===== src/rtl/id_ex_stage_pkg.sv =====
// id_ex_stage_pkg -- shared ALU op parameters and ID/EX stage types.
//   ALU_OP_WIDTH : width of the operator field carried from decode to the ALU
//   alu_op_e     : ALU opcode encodings
//   stage_state_e: occupancy of the single-entry ID/EX register
//   fwd_hit()    : bypass match rule (write enabled, not x0, same index)
package id_ex_stage_pkg;

  localparam int ALU_OP_WIDTH = 4;

  typedef enum logic [ALU_OP_WIDTH-1:0] {
    ALU_ADD  = 4'd0,
    ALU_SUB  = 4'd1,
    ALU_AND  = 4'd2,
    ALU_OR   = 4'd3,
    ALU_XOR  = 4'd4,
    ALU_SLL  = 4'd5,
    ALU_SRL  = 4'd6,
    ALU_SRA  = 4'd7,
    ALU_SLT  = 4'd8,
    ALU_SLTU = 4'd9
  } alu_op_e;

  typedef enum logic {
    ST_EMPTY = 1'b0,
    ST_FULL  = 1'b1
  } stage_state_e;

  localparam logic [4:0] REG_ZERO = 5'd0;

  // x0 is hard-wired to zero, so a write to it never supplies an operand.
  function automatic logic fwd_hit(input logic we, input logic [4:0] rd,
                                   input logic [4:0] rs);
    return we && (rd != REG_ZERO) && (rd == rs);
  endfunction

endpackage


===== src/rtl/id_ex_stage_if.sv =====
// id_ex_stage_if -- decode-side and ALU-side handshake bundle of the ID/EX stage.
//   Decode side : in_valid/in_ready, in_operator, in_imm, in_pc,
//                 in_rs1_addr/in_rs2_addr/in_rd_addr, in_rs1_data/in_rs2_data
//   ALU side    : out_valid/out_ready, operator, imm, operand1, operand2,
//                 out_rd_addr, out_pc
//   modport slave  : the ID/EX stage itself
//   modport master : the surrounding pipeline (decode producer + ALU consumer)
interface id_ex_stage_if import id_ex_stage_pkg::*; #(
  parameter int XLEN = 32
) ();

  logic                    in_valid;
  logic                    in_ready;
  logic [ALU_OP_WIDTH-1:0] in_operator;
  logic [XLEN-1:0]         in_imm;
  logic [XLEN-1:0]         in_pc;
  logic [4:0]              in_rs1_addr;
  logic [4:0]              in_rs2_addr;
  logic [4:0]              in_rd_addr;
  logic [XLEN-1:0]         in_rs1_data;
  logic [XLEN-1:0]         in_rs2_data;

  logic                    out_valid;
  logic                    out_ready;
  logic [ALU_OP_WIDTH-1:0] operator;
  logic [XLEN-1:0]         imm;
  logic [XLEN-1:0]         operand1;
  logic [XLEN-1:0]         operand2;
  logic [4:0]              out_rd_addr;
  logic [XLEN-1:0]         out_pc;

  modport slave (
    input  in_valid, in_operator, in_imm, in_pc, in_rs1_addr, in_rs2_addr,
           in_rd_addr, in_rs1_data, in_rs2_data, out_ready,
    output in_ready, out_valid, operator, imm, operand1, operand2,
           out_rd_addr, out_pc
  );

  modport master (
    output in_valid, in_operator, in_imm, in_pc, in_rs1_addr, in_rs2_addr,
           in_rd_addr, in_rs1_data, in_rs2_data, out_ready,
    input  in_ready, out_valid, operator, imm, operand1, operand2,
           out_rd_addr, out_pc
  );

endinterface


===== src/rtl/id_ex_stage_fwd_mux.sv =====
// fwd_mux -- operand bypass select for one source register.
//   i_rs, i_rs_data            : source index and register-file read data
//   i_ex_we/i_ex_rd/i_ex_data  : result one stage ahead (highest priority)
//   i_wb_we/i_wb_rd/i_wb_data  : writeback result
//   o_operand                  : resolved operand
// EN=0 turns the mux into a pass-through of the register-file data.
module fwd_mux import id_ex_stage_pkg::*; #(
  parameter int XLEN = 32,
  parameter bit EN   = 1'b1
) (
  input  logic [4:0]      i_rs,
  input  logic [XLEN-1:0] i_rs_data,
  input  logic            i_ex_we,
  input  logic [4:0]      i_ex_rd,
  input  logic [XLEN-1:0] i_ex_data,
  input  logic            i_wb_we,
  input  logic [4:0]      i_wb_rd,
  input  logic [XLEN-1:0] i_wb_data,
  output logic [XLEN-1:0] o_operand
);

  generate
    if (EN) begin : g_fwd
      // The younger EX result wins over WB when both target the same register.
      always_comb begin
        o_operand = i_rs_data;
        if (fwd_hit(i_ex_we, i_ex_rd, i_rs)) begin
          o_operand = i_ex_data;
        end else if (fwd_hit(i_wb_we, i_wb_rd, i_rs)) begin
          o_operand = i_wb_data;
        end
      end
    end else begin : g_bypass
      logic w_unused;
      assign w_unused  = ^{i_rs, i_ex_we, i_ex_rd, i_ex_data,
                           i_wb_we, i_wb_rd, i_wb_data};
      assign o_operand = i_rs_data;
    end
  endgenerate

endmodule


===== src/rtl/id_ex_stage.sv =====
// id_ex_stage -- single-entry ID/EX pipeline register with operand forwarding.
//   clk, rst        : clock, synchronous active-high reset
//   flush           : drop the held and the same-cycle incoming instruction
//   fwd_ex_*        : result one stage ahead (we, rd, data)
//   fwd_wb_*        : writeback result (we, rd, data)
//   bus (slave)     : decode-side and ALU-side handshakes, see id_ex_stage_if
//   stall_cnt       : saturating count of cycles with out_valid && !out_ready
// Build option: define ID_EX_FORWARD_EN to enable EX/WB bypass at capture and
// the writeback refresh of held operands while stalled. Without it operands
// come straight from the register file and the fwd_* ports are ignored.
module id_ex_stage import id_ex_stage_pkg::*; #(
  parameter int XLEN = 32
) (
  input  logic              clk,
  input  logic              rst,
  input  logic              flush,
  input  logic              fwd_ex_we,
  input  logic [4:0]        fwd_ex_rd,
  input  logic [XLEN-1:0]   fwd_ex_data,
  input  logic              fwd_wb_we,
  input  logic [4:0]        fwd_wb_rd,
  input  logic [XLEN-1:0]   fwd_wb_data,
  id_ex_stage_if.slave      bus,
  output logic [15:0]       stall_cnt
);

`ifdef ID_EX_FORWARD_EN
  localparam bit FWD_EN = 1'b1;
`else
  localparam bit FWD_EN = 1'b0;
`endif

  stage_state_e            r_state, w_state_nxt;
  logic                    w_full, w_in_ready, w_accept, w_stall;
  logic [XLEN-1:0]         w_opnd1_res, w_opnd2_res;

  logic [ALU_OP_WIDTH-1:0] r_op_p1;
  logic [XLEN-1:0]         r_imm_p1, r_pc_p1, r_opnd1_p1, r_opnd2_p1;
  logic [4:0]              r_rd_p1;
  logic [15:0]             r_stall_p1;
`ifdef ID_EX_FORWARD_EN
  logic [4:0]              r_rs1_p1, r_rs2_p1;
`endif

  function automatic logic [15:0] sat_inc16(input logic [15:0] v);
    return (v == 16'hFFFF) ? v : v + 16'd1;
  endfunction

  assign w_full     = (r_state == ST_FULL);
  // Accept in the same cycle the held entry drains; always ready under reset.
  assign w_in_ready = rst || !w_full || bus.out_ready;
  assign w_accept   = bus.in_valid && w_in_ready && !flush && !rst;
  assign w_stall    = w_full && !bus.out_ready;

  fwd_mux #(.XLEN(XLEN), .EN(FWD_EN)) u_fwd_rs1 (
    .i_rs      (bus.in_rs1_addr),
    .i_rs_data (bus.in_rs1_data),
    .i_ex_we   (fwd_ex_we),
    .i_ex_rd   (fwd_ex_rd),
    .i_ex_data (fwd_ex_data),
    .i_wb_we   (fwd_wb_we),
    .i_wb_rd   (fwd_wb_rd),
    .i_wb_data (fwd_wb_data),
    .o_operand (w_opnd1_res)
  );

  fwd_mux #(.XLEN(XLEN), .EN(FWD_EN)) u_fwd_rs2 (
    .i_rs      (bus.in_rs2_addr),
    .i_rs_data (bus.in_rs2_data),
    .i_ex_we   (fwd_ex_we),
    .i_ex_rd   (fwd_ex_rd),
    .i_ex_data (fwd_ex_data),
    .i_wb_we   (fwd_wb_we),
    .i_wb_rd   (fwd_wb_rd),
    .i_wb_data (fwd_wb_data),
    .o_operand (w_opnd2_res)
  );

  always_ff @(posedge clk) begin
    if (rst) begin
      r_state <= ST_EMPTY;
    end else begin
      r_state <= w_state_nxt;
    end
  end

  // Flush outranks every handshake; back-to-back accept keeps the stage FULL.
  always_comb begin
    w_state_nxt = r_state;
    if (flush) begin
      w_state_nxt = ST_EMPTY;
    end else if (w_accept) begin
      w_state_nxt = ST_FULL;
    end else if (w_full && bus.out_ready) begin
      w_state_nxt = ST_EMPTY;
    end
  end

  // ---- stage p1: captured instruction ----
  always_ff @(posedge clk) begin
    if (rst) begin
      r_op_p1    <= '0;
      r_imm_p1   <= '0;
      r_pc_p1    <= '0;
      r_rd_p1    <= '0;
      r_opnd1_p1 <= '0;
      r_opnd2_p1 <= '0;
`ifdef ID_EX_FORWARD_EN
      r_rs1_p1   <= '0;
      r_rs2_p1   <= '0;
`endif
    end else if (w_accept) begin
      r_op_p1    <= bus.in_operator;
      r_imm_p1   <= bus.in_imm;
      r_pc_p1    <= bus.in_pc;
      r_rd_p1    <= bus.in_rd_addr;
      r_opnd1_p1 <= w_opnd1_res;
      r_opnd2_p1 <= w_opnd2_res;
`ifdef ID_EX_FORWARD_EN
      r_rs1_p1   <= bus.in_rs1_addr;
      r_rs2_p1   <= bus.in_rs2_addr;
`endif
    end
`ifdef ID_EX_FORWARD_EN
    // A producer retiring while we wait would otherwise leave a stale operand.
    else if (w_stall) begin
      if (fwd_hit(fwd_wb_we, fwd_wb_rd, r_rs1_p1)) r_opnd1_p1 <= fwd_wb_data;
      if (fwd_hit(fwd_wb_we, fwd_wb_rd, r_rs2_p1)) r_opnd2_p1 <= fwd_wb_data;
    end
`endif
  end

  always_ff @(posedge clk) begin
    if (rst) begin
      r_stall_p1 <= '0;
    end else if (w_stall) begin
      r_stall_p1 <= sat_inc16(r_stall_p1);
    end
  end

  assign bus.in_ready    = w_in_ready;
  assign bus.out_valid   = w_full;
  assign bus.operator    = r_op_p1;
  assign bus.imm         = r_imm_p1;
  assign bus.operand1    = r_opnd1_p1;
  assign bus.operand2    = r_opnd2_p1;
  assign bus.out_rd_addr = r_rd_p1;
  assign bus.out_pc      = r_pc_p1;
  assign stall_cnt       = r_stall_p1;

endmodule


===== src/flat_wrapper.sv =====
// flat-port wrapper written by rule: the top's interface ports become plain ports
module id_ex_stage_flat import id_ex_stage_pkg::*;
#(
  parameter int XLEN = 32
)
  (clk, rst, flush, fwd_ex_we, fwd_ex_rd, fwd_ex_data, fwd_wb_we, fwd_wb_rd, fwd_wb_data, stall_cnt, bus_in_valid, bus_in_operator, bus_in_imm, bus_in_pc, bus_in_rs1_addr, bus_in_rs2_addr, bus_in_rd_addr, bus_in_rs1_data, bus_in_rs2_data, bus_out_ready, bus_in_ready, bus_out_valid, bus_operator, bus_imm, bus_operand1, bus_operand2, bus_out_rd_addr, bus_out_pc);
  id_ex_stage_if #(.XLEN(XLEN)) bus_i ();
  input  logic clk;
  input  logic rst;
  input  logic flush;
  input  logic fwd_ex_we;
  input  logic [4:0] fwd_ex_rd;
  input  logic [XLEN-1:0] fwd_ex_data;
  input  logic fwd_wb_we;
  input  logic [4:0] fwd_wb_rd;
  input  logic [XLEN-1:0] fwd_wb_data;
  output logic [15:0] stall_cnt;
  input wire logic [$bits(bus_i.in_valid)-1:0] bus_in_valid;
  input wire logic [$bits(bus_i.in_operator)-1:0] bus_in_operator;
  input wire logic [$bits(bus_i.in_imm)-1:0] bus_in_imm;
  input wire logic [$bits(bus_i.in_pc)-1:0] bus_in_pc;
  input wire logic [$bits(bus_i.in_rs1_addr)-1:0] bus_in_rs1_addr;
  input wire logic [$bits(bus_i.in_rs2_addr)-1:0] bus_in_rs2_addr;
  input wire logic [$bits(bus_i.in_rd_addr)-1:0] bus_in_rd_addr;
  input wire logic [$bits(bus_i.in_rs1_data)-1:0] bus_in_rs1_data;
  input wire logic [$bits(bus_i.in_rs2_data)-1:0] bus_in_rs2_data;
  input wire logic [$bits(bus_i.out_ready)-1:0] bus_out_ready;
  output wire logic [$bits(bus_i.in_ready)-1:0] bus_in_ready;
  output wire logic [$bits(bus_i.out_valid)-1:0] bus_out_valid;
  output wire logic [$bits(bus_i.operator)-1:0] bus_operator;
  output wire logic [$bits(bus_i.imm)-1:0] bus_imm;
  output wire logic [$bits(bus_i.operand1)-1:0] bus_operand1;
  output wire logic [$bits(bus_i.operand2)-1:0] bus_operand2;
  output wire logic [$bits(bus_i.out_rd_addr)-1:0] bus_out_rd_addr;
  output wire logic [$bits(bus_i.out_pc)-1:0] bus_out_pc;
  assign bus_i.in_valid = bus_in_valid;
  assign bus_i.in_operator = bus_in_operator;
  assign bus_i.in_imm = bus_in_imm;
  assign bus_i.in_pc = bus_in_pc;
  assign bus_i.in_rs1_addr = bus_in_rs1_addr;
  assign bus_i.in_rs2_addr = bus_in_rs2_addr;
  assign bus_i.in_rd_addr = bus_in_rd_addr;
  assign bus_i.in_rs1_data = bus_in_rs1_data;
  assign bus_i.in_rs2_data = bus_in_rs2_data;
  assign bus_i.out_ready = bus_out_ready;
  assign bus_in_ready = bus_i.in_ready;
  assign bus_out_valid = bus_i.out_valid;
  assign bus_operator = bus_i.operator;
  assign bus_imm = bus_i.imm;
  assign bus_operand1 = bus_i.operand1;
  assign bus_operand2 = bus_i.operand2;
  assign bus_out_rd_addr = bus_i.out_rd_addr;
  assign bus_out_pc = bus_i.out_pc;
  id_ex_stage #(.XLEN(XLEN)) u_core (.clk(clk), .rst(rst), .flush(flush), .fwd_ex_we(fwd_ex_we), .fwd_ex_rd(fwd_ex_rd), .fwd_ex_data(fwd_ex_data), .fwd_wb_we(fwd_wb_we), .fwd_wb_rd(fwd_wb_rd), .fwd_wb_data(fwd_wb_data), .bus(bus_i), .stall_cnt(stall_cnt));
endmodule

===== config.mk =====
export PLATFORM = sky130hd
export DESIGN_NAME = id_ex_stage_flat
export DESIGN_NICKNAME = d
export VERILOG_FILES = /design/src/rtl/id_ex_stage_pkg.sv /design/src/rtl/id_ex_stage_if.sv /design/src/rtl/id_ex_stage_fwd_mux.sv /design/src/rtl/id_ex_stage.sv /design/src/flat_wrapper.sv
export SDC_FILE = /design/constraint.sdc
export NUM_CORES = 1
export LEC_CHECK = 0
export BUFFER_PORTS_ARGS = -buffer_cell sky130_fd_sc_hd__buf_2
export CAP_MARGIN = 20
export CELL_PAD_IN_SITES_DETAIL_PLACEMENT = 1
export CELL_PAD_IN_SITES_GLOBAL_PLACEMENT = 2
export CORE_MARGIN = 5
export CORE_UTILIZATION = 19
export DETAILED_ROUTE_END_ITERATION = 10
export PLACE_DENSITY_LB_ADDON = 0.1
export SLEW_MARGIN = 25
export SYNTH_ARGS = -nofsm -noshare
export SYNTH_HDL_FRONTEND = slang
export SYNTH_SLANG_ARGS = --single-unit

===== constraint.sdc =====
create_clock -name clk -period 1.3 [get_ports clk]
set_input_delay 0.13 -clock clk [delete_from_list [all_inputs] [get_ports clk]]
set_output_delay 0.13 -clock clk [all_outputs]
set_load 0.1 [all_outputs]

==> flow_summary.ini <==
[yosys]
yosys_warnings = 0
yosys.area.top_type_share = 0.549
synth_edf_count = 0
synth_cell_types = 38
yosysSeqAreaShare = 0.549
async_reset_ff_frac = 0
yosys.area.top_type = dfxtp_1
ys_seq_elements = 154
synth_nets = 930
netlist_top_cells_count = nand2_1, dfxtp_1, a21oi_1
syn_inst = 701
synth.area.top_cells = dfxtp_1, nand2_1, a21oi_1
syn_area_mm2 = 0.00562
synth_area_per_cell_um2 = 8.01
synthFlopType = dfxtp_1
yosysMostFrequentCell = nand2_1

[floorplan]
die_w_um = 182
die_area_mm2 = 0.0331
initial_core_util = 0.191
fp.dieH_um = 182
core-area_mm2 = 0.0294
num_rows = 63
io_pins = 383

[worst_setup_path]
path_class = reg2out
setup.worst_path.start = u_core.bus.out_valid
start_kind = register
r2r_setup_slack_ps = -160
path_depth = 4
cp.arrival_ps = 1340
r2r_cells = 5
end_kind = output port
crit_path_top_delay_cell = dfxtp_4
crit_family = flip-flops
r2r_start = u_core.stall_cnt[1]
worstPathCellList = and2b_2 -> buf_6 -> nand2_4 -> buf_12
crit_fanout = 4
timing.critical_path.buf_inv = 2
crit_path_max_incr_delay_ps = 360
critical_path_required_ps = 1170

[sta]
max_slew.worst_pin.slew_ps = 521
drv_slew = 0
setup_viol = 148
rsz0062_at_grt = true
period_minus_slack_ps = 1470
min_period_over_period = 1.13
hold_violations = 0
final.setup_skew_ps = 18.3
timing.slew.headroom = 0.652
fin_ws_ps = -166
fmax_ghz = 0.682

[pwr]
switching_share = 0.336
power_frac_comb = 0.237
cellPowerDensity_mw_per_mm2 = 943
p_clk_frac = 0.373
p_sw_mw = 4.30
ir_drop_v = 0.000668
pwr-share-seq = 0.389
power.internal_mw = 8.51
p_leak_nw = 5.50

[final_layout]
register_area_mm2 = 0.00315
multi_input_area_mm2 = 0.00399
fill_cells = 3225
diodes = 0
instances_no_fill = 1618
fin_util = 0.462
drive_gt1_frac = 0.628
nNetsFinal = 1444
syn_to_final_growth_pct = 142

[place]
portBuffers = 296
dpl.hpwl_um = 16300
placed_cells_incl_taps = 1383
routabilityCongestion = 0.715

[clocking]
cts_buffers = 17
clk_pin_slew_ps = 60
clockBufferDepth = 2
cts-htree-levels = 4
root_buffer = clkbuf_16
cts_tree = built
clk_latency_ps = 430
cts.sinks = 154

[routing]
vias_per_cell = 4.27
drtIter0Drc = 192
firstDrtPassIters = 5
routed_wirelength_um = 29500
vias = 6916
route.detailed.drc = 0
wl_per_cell_um = 18.3
route.antenna.remaining_nets = 0

[global_routing]
grt_pass1_vias = 7393
grt_antenna_before_repair = 1
track_usage = 0.164
grt_overflow = 0
grt_pass1_wl_um = 42600
grt_start_max_net_pins = 67

[min_path]
hold_path.class = in2reg
min_path_cells = 2
min_from = bus_in_valid

[status]
status = finished, violations left
failed_checks = setup timing

[job]
maxCapViolCount = 0
## state kept, by name (all words and copies together), names as in the netlist
register                cells
u_core.bus.out_valid        1
u_core.bus.out_rd_addr      5
u_core.stall_cnt           16
u_core.bus.operand2        32
u_core.bus.operator         4
u_core.bus.out_pc          32
u_core.bus.operand1        32
u_core.bus.imm             32
## path summary, 6_finish.rpt
check / end
max: bus_in_ready
min: u_core.bus.out_valid
max reg2reg: u_core.stall_cnt[6]
min reg2reg: u_core.bus.out_pc[6]
## power groups by stage
stage               logic, mW  clock network, mW  registers [mW]
floorplan               0.385                  0            6.03
global placement         1.91                  0            5.00
detailed placement       1.91                  0            5.01
CTS                      2.72               4.98            4.92
global route             3.18               5.19            5.00
finish                   3.04               4.78            4.98
## cell families after synthesis
group           share of synthesized area
compound gates                      0.149
xor+xnor                          0.00156
fa+ha+maj                         0.00223
buf+inv                            0.0423
flops                               0.549
mux                               0.00757
simple gates                        0.248
## cell usage in the layout, fill, tap and decap left out, types with 25 or more instances in the layout
| master | instances |
|---|---|
| a21oi_2 | 139 |
| buf_2 | 140 |
| buf_6 | 95 |
| dfxtp_1 | 137 |
| clkbuf_16 | 25 |
| buf_12 | 37 |
| buf_4 | 101 |
| dlygate4sd3_1 | 137 |
| nand2_1 | 137 |
| nand2_4 | 124 |
## per-stage QoR
| stage | setup TNS, ps | power [mW] | setup slack (ps) | area (µm²) | hold slack, ps |
|---|---|---|---|---|---|
| floorplan | -3970 | 6.41 | -239 | 5940 | 253 |
| global placement | -17860 | 6.91 | -158 | 8140 | 375 |
| detailed placement | -13790 | 6.92 | -187 | 8140 | 378 |
| CTS | -9060 | 12.6 | -189 | 11800 | 8.51 |
| global route | -14410 | 13.4 | -220 | 13600 | 23.4 |
| finish | -7350 | 12.8 | -166 | 13600 | 33.6 |
## cell type report
type | instances | area share
Clock buffer | 19 | 0.0319
Clock inverter | 13 | 0.00792
Inverter | 2 | 0.000552
Multi-Input combinational cell | 498 | 0.294
Sequential cell | 154 | 0.232
Tap cell | 390 | 0.0359
Timing Repair Buffer | 542 | 0.398
## metal layers
layer  global-route usage  part of all wire  vias to the layer above
met4               0.0387            0.0095                        2
met3               0.0479             0.057                       20
li1                     -                 -                     3361
met1                0.207              0.44                     3346
met2                0.275              0.49                      187
met5                    0           0.00044                        -
## what timing repair did
| item | in CTS | in global routing |
|---|---|---|
| gates resized for setup | 291 | 434 |
| pin swaps | 99 | 192 |
| buffers inserted | 31 | 15 |
| setup endpoints to repair | 268 | 166 |
| hold buffers | 137 | 0 |
| hold endpoints to repair | 137 | 0 |
| gates cloned | 23 | 10 |
(Power assumes the default switching activity.)
